### config.mk
export PLATFORM = sky130hd
export DESIGN_NAME = operand_reader
export DESIGN_NICKNAME = d
export VERILOG_FILES = /design/src/rtl/operand_reader.sv
export SDC_FILE = /design/constraint.sdc
export NUM_CORES = 1
export LEC_CHECK = 0
export CAP_MARGIN = 20
export CELL_PAD_IN_SITES_DETAIL_PLACEMENT = 1
export CELL_PAD_IN_SITES_GLOBAL_PLACEMENT = 2
export CORE_MARGIN = 1.5
export CORE_UTILIZATION = 39
export CTS_CLUSTER_DIAMETER = 30
export DETAILED_ROUTE_END_ITERATION = 6
export PLACE_DENSITY_LB_ADDON = 0.25
export SYNTH_ARGS = -nofsm -noshare
export SYNTH_HDL_FRONTEND = slang
export SYNTH_SLANG_ARGS = --single-unit
### constraint.sdc
create_clock -name clk -period 3.5 [get_ports clk]
set_input_delay 0.7 -clock clk [delete_from_list [all_inputs] [get_ports clk]]
set_output_delay 0.7 -clock clk [all_outputs]
set_load 0.05 [all_outputs]
### src/rtl/operand_reader.sv
// Operand read stage: 16-entry register file, busy-bit scoreboard and a
// one-deep registered response with a valid/ready handshake.
//
// state | meaning
// ------+------------------------------------------------
// EMPTY | no response held, resp_valid = 0
// FULL  | op1/op2 hold a response waiting for resp_ready
module operand_reader #(
  parameter int DATA_W   = 32,
  parameter int ADDR_W   = 4,
  parameter int NUM_REGS = 2 ** ADDR_W
) (
  input  logic                clk,
  input  logic                rst,
  input  logic                req_valid,
  output logic                req_ready,
  input  logic [ADDR_W-1:0]   rs1,
  input  logic [ADDR_W-1:0]   rs2,
  input  logic                use_rs1,
  input  logic                use_rs2,
  input  logic                set_busy,
  input  logic [ADDR_W-1:0]   rd_dest,
  output logic                resp_valid,
  input  logic                resp_ready,
  output logic [DATA_W-1:0]   op1,
  output logic [DATA_W-1:0]   op2,
  input  logic                wb_en,
  input  logic [ADDR_W-1:0]   wb_addr,
  input  logic [DATA_W-1:0]   wb_data,
  output logic [NUM_REGS-1:0] busy_vec
);

  typedef enum logic {EMPTY = 1'b0, FULL = 1'b1} state_e;

  state_e                  state_q, state_d;
  logic [DATA_W-1:0]       regs_q [NUM_REGS];
  logic [DATA_W-1:0]       regs_d [NUM_REGS];
  logic [NUM_REGS-1:0]     busy_q, busy_d;
  logic [DATA_W-1:0]       op1_q, op1_d;
  logic [DATA_W-1:0]       op2_q, op2_d;

  logic wb_hit1, wb_hit2;
  logic haz_1, haz_2, hazard;
  logic accept;

  // A writeback landing this cycle resolves the hazard and is forwarded.
  always_comb begin
    wb_hit1 = wb_en && (wb_addr == rs1);
    wb_hit2 = wb_en && (wb_addr == rs2);
    haz_1   = use_rs1 && busy_q[rs1] && !wb_hit1;
    haz_2   = use_rs2 && busy_q[rs2] && !wb_hit2;
    hazard  = haz_1 || haz_2;
  end

  // State register
  always_ff @(posedge clk) begin
    if (rst) begin
      state_q <= EMPTY;
    end else begin
      state_q <= state_d;
    end
  end

  // Next-state logic
  always_comb begin
    state_d = state_q;
    case (state_q)
      EMPTY:   if (accept) state_d = FULL;
      FULL:    if (resp_ready && !accept) state_d = EMPTY;
      default: state_d = EMPTY;
    endcase
  end

  // Output logic
  always_comb begin
    req_ready  = !hazard && ((state_q == EMPTY) || resp_ready);
    resp_valid = (state_q == FULL);
    op1        = op1_q;
    op2        = op2_q;
    busy_vec   = busy_q;
  end

  assign accept = req_valid && req_ready;

  always_comb begin
    op1_d = op1_q;
    op2_d = op2_q;
    if (accept) begin
      op1_d = wb_hit1 ? wb_data : regs_q[rs1];
      op2_d = wb_hit2 ? wb_data : regs_q[rs2];
    end
  end

  // Set is applied after clear so a same-index reservation wins.
  always_comb begin
    busy_d = busy_q;
    if (wb_en)             busy_d[wb_addr] = 1'b0;
    if (accept && set_busy) busy_d[rd_dest] = 1'b1;
  end

  always_comb begin
    for (int i = 0; i < NUM_REGS; i++) regs_d[i] = regs_q[i];
    if (wb_en) regs_d[wb_addr] = wb_data;
  end

  always_ff @(posedge clk) begin
    if (rst) begin
      busy_q <= '0;
      op1_q  <= '0;
      op2_q  <= '0;
      for (int i = 0; i < NUM_REGS; i++) regs_q[i] <= '0;
    end else begin
      busy_q <= busy_d;
      op1_q  <= op1_d;
      op2_q  <= op2_d;
      for (int i = 0; i < NUM_REGS; i++) regs_q[i] <= regs_d[i];
    end
  end

endmodule

==> out/results.tsv, run 1 <==
metric	value	unit
status	complete, no violations	
num_rows	101	
netlist_area	30300	µm²
grt_start_max_net_pins	98	
postPlaceCellArea	33400	µm²
die_x	282	µm
hp-class	reg -> reg	
cpPeakStageDelay	0.56	ns
crit_start	wb_addr[2]	
crit_type	in -> out	
async_reset_ff_frac	0	
core-area	76500	µm²
ant_nets	0	
mostFrequentLayoutCells	1036 x nand2_1, 593 x dfxtp_1, 517 x a21oi_1	
reg2reg_slack	1.00	ns
fill_cells	8402	
start_util	0.396	
grt_use_total	0.321	
grt_pass1_vias	29800	
cts_tree	done	
via_per_inst	6.02	
total_power	0.0242	W
power_density	619	nW/µm²
critical_path.max_fanout	6	
drcViolationCount	0	
synth-seq-area-share	0.392	
rsz0062_at_grt	false	
path_cells	clkdlybuf4s50_1 -> xor2_1 -> nor3_1 -> and3_2 -> a2111o_2 -> nand2_1 -> inv_1 -> buf_12	
leakage	13.6	nW
drt-initial-drc-count	2181	
cp_data_arrival_time	2.66	ns
die_h	282	µm
worst_skew_pair.late_latency	0.74	ns
vias	27800	
portBuffers	137	
post_cts_buffers	0	
ys.warnings.count	0	
reg2reg_depth	8	
synth_flop_cell	dfxtp_1	
post_drt_wl_per_cell	27.4	µm
maxSlewHeadroom	0.421	
hpwl	74.2	mm
postLayoutCellArea	39100	µm²
fin_nets	3512	
crit_end	req_ready	
ys_types	36	
finalSetupViolCount	0	
drive_above_1_share	0.232	
antenna_found_initial	2	
setup_tns	0	ns
drtPass1Iterations	5	
syn-mean-instance-area	9.09	µm²
required	2.80	ns
period_minus_slack	3.36	ns
layout_commonest_cell	nand2_1	
cts_hold_buf	0	
synth_edf_count	0	
fin_util	0.512	
drv_slew	0	
slowest_stage	clkdlybuf4s50_1	
worst_setup_path_end_kind	primary output	
path_clk_slew	0.04	ns
grt_pass1_wl	190	mm
gp_congestion	0.817	
area_delta_synth_final	29.2	%
finClkSkew	0.0291	ns
ys_seq_elements	593	
numCtsBuffers	159	
min_path_cells	2	
synth_cells	3331	
clkSinkCount	593	
syn-num-nets	3387	
cts-resized-gates	0	
ios	138	
worst_pin_slew	0.869	ns
grt_overflow	0	
max_freq	297	MHz
cts.htree.levels	4	
multi_input_area	17000	µm²
cp-start-kind	primary input	
cts-root-buf	clkbuf_16	
synthDominantCellAreaShare	0.392	
clockBufferDepth	3	
routed_wl	126	mm
ir_worst_vdd	0.449	mV
regArea	11900	µm²
timing.rr.start	busy_vec[7]	
cap_violations	0	
finalHoldViolCount	0	
dieArea	79300	µm²
fin_crit_sh	0.961	
r2r_end	op1[17]	
synth_largest_area_cell	dfxtp_1	
synth_area_leaders	dfxtp_1 39%, mux4_2 19%, nand2_1 13%	
==> worst min-delay path by stage <==
stage / start / end
6_report: regs_q[14][12] / regs_q[14][12]
5_1_grt: regs_q[15][29] / regs_q[15][29]
4_1_cts: regs_q[12][6] / regs_q[12][6]
3_5_place_dp: regs_q[5][17] / regs_q[5][17]
3_3_place_gp: regs_q[9][12] / regs_q[9][12]
2_1_floorplan: regs_q[10][0] / regs_q[10][0]
==> flip-flops by register name, indices dropped and copies added, names as in the netlist <==
| signal | cells |
|---|---|
| busy_vec | 16 |
| op1 | 32 |
| op2 | 32 |
| regs_q | 512 |
| resp_valid | 1 |
==> synthesized netlist by cell type, types with 2 or more instances <==
cell	n
buf_6	2
inv_1	2
a2111oi_0	128
mux2i_1	70
xor2_1	6
and2_1	2
buf_12	6
buf_4	19
nor2_1	82
nor2b_1	132
dfxtp_1	593
buf_2	33
and3_1	4
nand3b_1	16
or2_2	2
a21oi_1	517
nand2b_1	3
mux4_2	262
o31ai_1	12
buf_1	9
clkbuf_1	288
nor3b_1	4
mux2_4	49
nand2_1	1047
mux2_2	15
nand3_1	12
nor3_1	6
xnor2_1	2
==> per-stage QoR <==
stage | std cells | hold WS, ns | setup slack (ns)
after floorplan | 3331 | 0.443 | 0.411
after global placement | 4325 | 0.448 | 0.154
after detailed placement | 4325 | 0.461 | 0.0883
after CTS | 4617 | 0.466 | 0.143
after global routing | 4618 | 0.485 | 0.0267
final | 4618 | 0.466 | 0.138
==> layout make-up <==
class	instances	share of cell area
Inverter	2	0.000192
Tap cell	1030	0.0329
Antenna cell	1	0.0000639
Multi-Input combinational cell	2379	0.435
Timing Repair Buffer	321	0.0825
Clock inverter	78	0.0298
Clock buffer	214	0.116
Sequential cell	593	0.303
==> kinds of logic after synthesis <==
logic type / after synthesis / synth area share
AOI/OAI and AO/OA: 660 / 0.126
DFF: 593 / 0.392
muxes: 397 / 0.249
buffers and inverters: 359 / 0.0519
and+or+nand+nor: 1314 / 0.179
xor gates and xnor gates: 8 / 0.00231
==> routing by layer <==
layer,share of wire,global-route usage,vias up,wire [µm]
met5,0,0,-,0
met3,0.061,0.0539,360,7770
li1,-,-,12000,-
met1,0.40,0.394,14400,50800
met2,0.49,0.547,1082,62600
met4,0.043,0.152,0,5420
==> worst max-delay path, delay by kind of cell <==
kind,cells,cell delay [ns]
simple gates,3,0.45
compound gates,1,0.56
buf+inv,3,0.79
xor+xnor,1,0.17
==> where the power goes <==
part	leakage, nW	total, W	switching (W)	internal, W
logic	5.99	0.00180	0.00114	0.000662
clock network	2.78	0.0154	0.00468	0.0107
registers	4.79	0.00700	0.000103	0.00690
total	13.6	0.0242	0.00592	0.0183
No activity file was read; power rests on OpenSTA's default activity.
==> run 2, diff against run 1 <==
- CORE_UTILIZATION: 39 -> 35
- DONT_BUFFER_PORTS: unset -> 1
==> run 2 against run 1 <==
Against the previous run:
- first-iteration DRC count fell by 13%
- die area rose by 11%
- largest power group unchanged
- critical path type is now reg -> out
- sequential power rose by 2%
- final area fell by 5.0%
==> out/results.tsv, run 2 (synthesized netlist as in run 1, its figures left out) <==
metric	value	unit
cts-resized-gates	0	
top_layer_used	met4	
worst_setup_path_end_kind	primary output	
largest_reg_flops	512	
ios	138	
ir_worst_vdd	0.491	mV
drcViolationCount	0	
die_x	297	µm
maxSlewHeadroom	0.241	
ant_nets	0	
numCtsBuffers	161	
cap_violations	0	
num_rows	107	
grt_overflow	0	
fin_crit_sh	0.966	
met3_length	6.11	mm
total_power	0.0238	W
p_sw_frac	0.222	
reg2reg_slack	0.88	ns
vias	26300	
cts.htree.levels	4	
hold_path_end	regs_q[14][6]	
grt_use_total	0.273	
fin_cells	4515	
regArea	11900	µm²
grt_pass1_wl	183	mm
cts_hold_buf	0	
drive_above_1_share	0.221	
p_int	0.0185	W
r2r_end	op2[10]	
placed_cells	4217	
antenna_found_initial	3	
portBuffers	0	
dieArea	88300	µm²
met1_length	49.6	mm
worst_pin_slew	1.14	ns
timing.rr.start	resp_valid	
top_register	regs_q	
finalHoldViolCount	0	
die_h	297	µm
reg2reg_depth	6	
cp_data_arrival_time	2.68	ns
max_freq	296	MHz
cts-root-buf	clkbuf_16	
layout_commonest_cell	nand2_1	
holdWs	0.0985	ns
clockBufferDepth	3	
min_path_cells	2	
cts_tree	done	
fin_nets	3293	
hpwl	64.5	mm
multi_input_area	17000	µm²
routed_wl	121	mm
gp_congestion	0.777	
finClkSkew	0.0377	ns
fill_cells	9568	
postPlaceCellArea	31200	µm²
netSwitchingPower	0.00529	W
worst_skew_pair.late_latency	0.73	ns
post_drt_wl_per_cell	26.9	µm
grt_pass1_vias	28400	
clkSinkCount	593	
crit_type	reg -> out	
post_cts_buffers	0	
clockPowerShare	0.665	
drtPass1Iterations	5	
finalSetupViolCount	0	
mostFrequentLayoutCells	1035 x nand2_1, 593 x dfxtp_1, 517 x a21oi_1	
area_delta_synth_final	22.7	%
power_density	641	nW/µm²
start_util	0.355	
grt_start_max_net_pins	659	
status	complete, no violations	
period_minus_slack	3.38	ns
via_per_inst	5.82	
leakage	12.7	nW
wl_met2	61.4	mm
hp-start	wb_data[6]	
critical_path.max_fanout	6	
core-area	85400	µm²
drt-initial-drc-count	1897	
cp-start-kind	flip-flop	
postLayoutCellArea	37200	µm²
hp-class	in -> reg	
setup_tns	0	ns
combPwrFrac	0.035	
drv_slew	0	
required	2.80	ns
path_clk_slew	0.04	ns
rsz0062_at_grt	false	
p_seq_frac	0.300	
[run 2: cell types whose count changed in the layout (fill, tap and decap cells not counted), sizes merged]
| cell | change |
|---|---|
| clkinvlp | -6 |
| buf | -95 |
| bufinv | +3 |
| dlymetal6s2s | +1 |
| diode | +1 |
| clkbuf | +11 |
| inv | +2 |
| clkinv | -7 |
| clkdlybuf4s50 | -127 |
[run 2: worst max-delay path, cell delays in order, from the launching register on]
cell and delay (ns):
dfxtp_1 0.64, nand2b_1 0.23, and3_1 0.24, a2111o_2 0.49
nand2_1 0.13, inv_1 0.08, buf_12 0.15
[run 2: final cells by class]
type	count	area share
multi-input cells	2379	0.458
clock buffers	225	0.127
clock inverters	70	0.0313
flip-flops and latches	593	0.319
inverters	2	0.000202
well taps	1144	0.0385
repair buffers	100	0.0250
diodes	2	0.000135
[run 2: power by group through the flow]
stage	registers, W	logic, W	clock network (W)
floorplan	0.00722	0.000958	0
finish	0.00715	0.000842	0.0158
detailed placement	0.00727	0.000836	0
global placement	0.00726	0.000819	0
CTS	0.00715	0.000840	0.0160
global route	0.00716	0.000887	0.0164
[run 2: worst max path at each step]
stage	slack, ns	cells after the start	end	startpoint
after CTS	0.1	6	req_ready	resp_valid
after global routing	0.02	6	req_ready	resp_valid
after detailed placement	0.39	6	op2[29]	rs2[0]
after floorplan	0.41	9	req_ready	wb_addr[1]
after global placement	0.42	8	op2[29]	rs2[3]
final	0.12	6	req_ready	resp_valid
[run 2: per-layer routing]
layer / GRT usage / up-vias
li1: - / 11600
met5: 0 / -
met1: 0.326 / 13700
met2: 0.479 / 770
met4: 0.116 / 0
met3: 0.0502 / 277
[run 2: stage by stage]
step                      utilization  worst slack (ns)
final                           0.435             0.119
after global routing            0.435            0.0206
after CTS                       0.435            0.0982
after detailed placement        0.366             0.392
after global placement          0.366             0.418
after floorplan                     -             0.411
==> run 3, diff against run 2 <==
- CORE_MARGIN: 1.5 -> 3
- CTS_BUF_LIST: unset -> sky130_fd_sc_hd__clkbuf_4
==> run 3 against run 2 <==
Against the previous run:
- first-iteration DRC count down 3.6%
- register-to-register slack got worse by 0.05 ns
- die area increased by 2.0%
- core utilization up 1.0 points
- highest routed layer unchanged
- global-route usage rose by 1.6 points
- power is 37% lower
- via count up 8.1%
- final area grew 2.4%
- critical path depth rose by 2
- largest cell class unchanged
- critical endpoint unchanged
- critical path type unchanged
- hold slack worse by 0.0019 ns
==> out/results.tsv, run 3 (synthesized netlist as in run 1, its figures left out) <==
metric	value	unit
cp-start-kind	flip-flop	
grt_use_total	0.289	
period_minus_slack	3.37	ns
hp-start	wb_data[27]	
critPathBufInv	3	
drt-initial-drc-count	1828	
postLayoutCellArea	38100	µm²
numCtsBuffers	180	
maxSlewHeadroom	0.238	
path_delay_family	multiplexers	
ios	138	
cp_data_arrival_time	2.67	ns
grt_start_max_net_pins	429	
start_util	0.355	
post_drt_wl_per_cell	26.2	µm
core-area	85400	µm²
max_freq	297	MHz
top_register	regs_q	
placed_cells	4205	
finalSetupViolCount	0	
cpPeakStageDelay	0.46	ns
timing.rr.start	busy_vec[9]	
power_density	395	nW/µm²
fin_crit_sh	0.964	
required	2.80	ns
worst_skew_pair.late_latency	1.11	ns
area_delta_synth_final	25.7	%
path_common_cell	mux2i_1	
leakage	14.0	nW
place_ws	0.599	ns
fin_util	0.446	
crit_start	busy_vec[9]	
antenna_found_initial	5	
dieArea	90100	µm²
drtPass1Iterations	5	
crit_type	reg -> out	
r2r_end	op1[16]	
portBuffers	0	
hold_path_end	op1[27]	
path_cells	buf_4 -> mux4_2 -> mux2i_1 -> mux2i_1 -> nand3_2 -> nand2_2 -> inv_2 -> buf_12	
cts_tree	done	
fin_nets	3751	
grt_pass1_vias	30900	
finClkSkew	0.0998	ns
cp_num_cells	8	
hp-class	in -> reg	
gp_congestion	0.772	
num_rows	107	
ant_nets	0	
reg2reg_slack	0.83	ns
vias	28400	
ir_worst_vdd	0.289	mV
drv_slew	0	
via_per_inst	5.71	
cts-root-buf	clkbuf_4	
worst_setup_path_end_kind	primary output	
status	complete, no violations	
path_clk_slew	0.07	ns
finalHoldViolCount	0	
routed_wl	131	mm
hpwl	64.3	mm
drcViolationCount	0	
critical_path.max_fanout	3	
setup_ws	0.127	ns
die_x	300	µm
fin_cells	4983	
grt_pass1_wl	196	mm
mostFrequentLayoutCells	1034 x nand2_1, 590 x dfxtp_1, 517 x a21oi_1	
slowest_stage	mux4_2	
reg2reg_depth	9	
cts.htree.levels	4	
worst_pin_slew	1.14	ns
clkSinkCount	593	
die_h	300	µm
largest_reg_flops	512	
grt_overflow	0	
clockBufferDepth	3	
drive_above_1_share	0.195	
cap_violations	0	
postPlaceCellArea	31200	µm²
min_path_cells	3	
layout_commonest_cell	nand2_1	
==> run 3: worst max-delay path by stage <==
stage | to
floorplan | req_ready
global placement | op2[25]
detailed placement | op1[7]
CTS | req_ready
global route | req_ready
finish | req_ready
==> run 3: final cells by class <==
class                           count  area, µm²
Sequential cell                   593      11900
Tap cell                         1144       1430
Clock inverter                     75        400
Multi-Input combinational cell   2379      17000
Inverter                            2       7.51
Fill cell                        9852      47400
Timing Repair Buffer              539       5450
Clock buffer                      245       1840
Antenna cell                        6       15.0
==> run 3: per-stage QoR <==
stage | TNS (ns) | total power (W) | hold WS [ns]
floorplan | 0 | 0.00818 | 0.443
finish | 0 | 0.0150 | 0.0967
CTS | -0.00182 | 0.0152 | 0.00421
detailed placement | 0 | 0.00810 | 0.460
global route | -0.0300 | 0.0157 | 0.0151
global placement | 0 | 0.00807 | 0.447
==> run 3: worst reg2reg max path, delay by kind of cell (launching register included) <==
kind / cells / cell delay [ns]
buffers and inverters: 3 / 0.69
DFF: 1 / 0.31
and+or+nand+nor: 2 / 0.44
muxes: 4 / 1.12
==> run 3: power by group <==
group	internal [W]	switching (W)
logic	0.000551	0.000583
registers	0.00687	0.000249
clock network	0.00342	0.00334
==> run 3: timing repair <==
item / in CTS / in global routing
gates resized for setup: 14 / 5
hold buffers: 447 / 0
setup endpoints to repair: 1 / 1
setup buffers: 2 / 2
pin swaps: 2 / 3
hold endpoints to repair: 578 / 0
==> run 3: layer usage <==
metal | part of all wire | up-vias | GRT usage | wire length [µm]
met4 | 0.046 | 0 | 0.135 | 5990
li1 | - | 12500 | - | -
met5 | 0 | - | 0 | 0
met2 | 0.50 | 971 | 0.500 | 64700
met3 | 0.068 | 340 | 0.0683 | 8890
met1 | 0.39 | 14600 | 0.339 | 51000
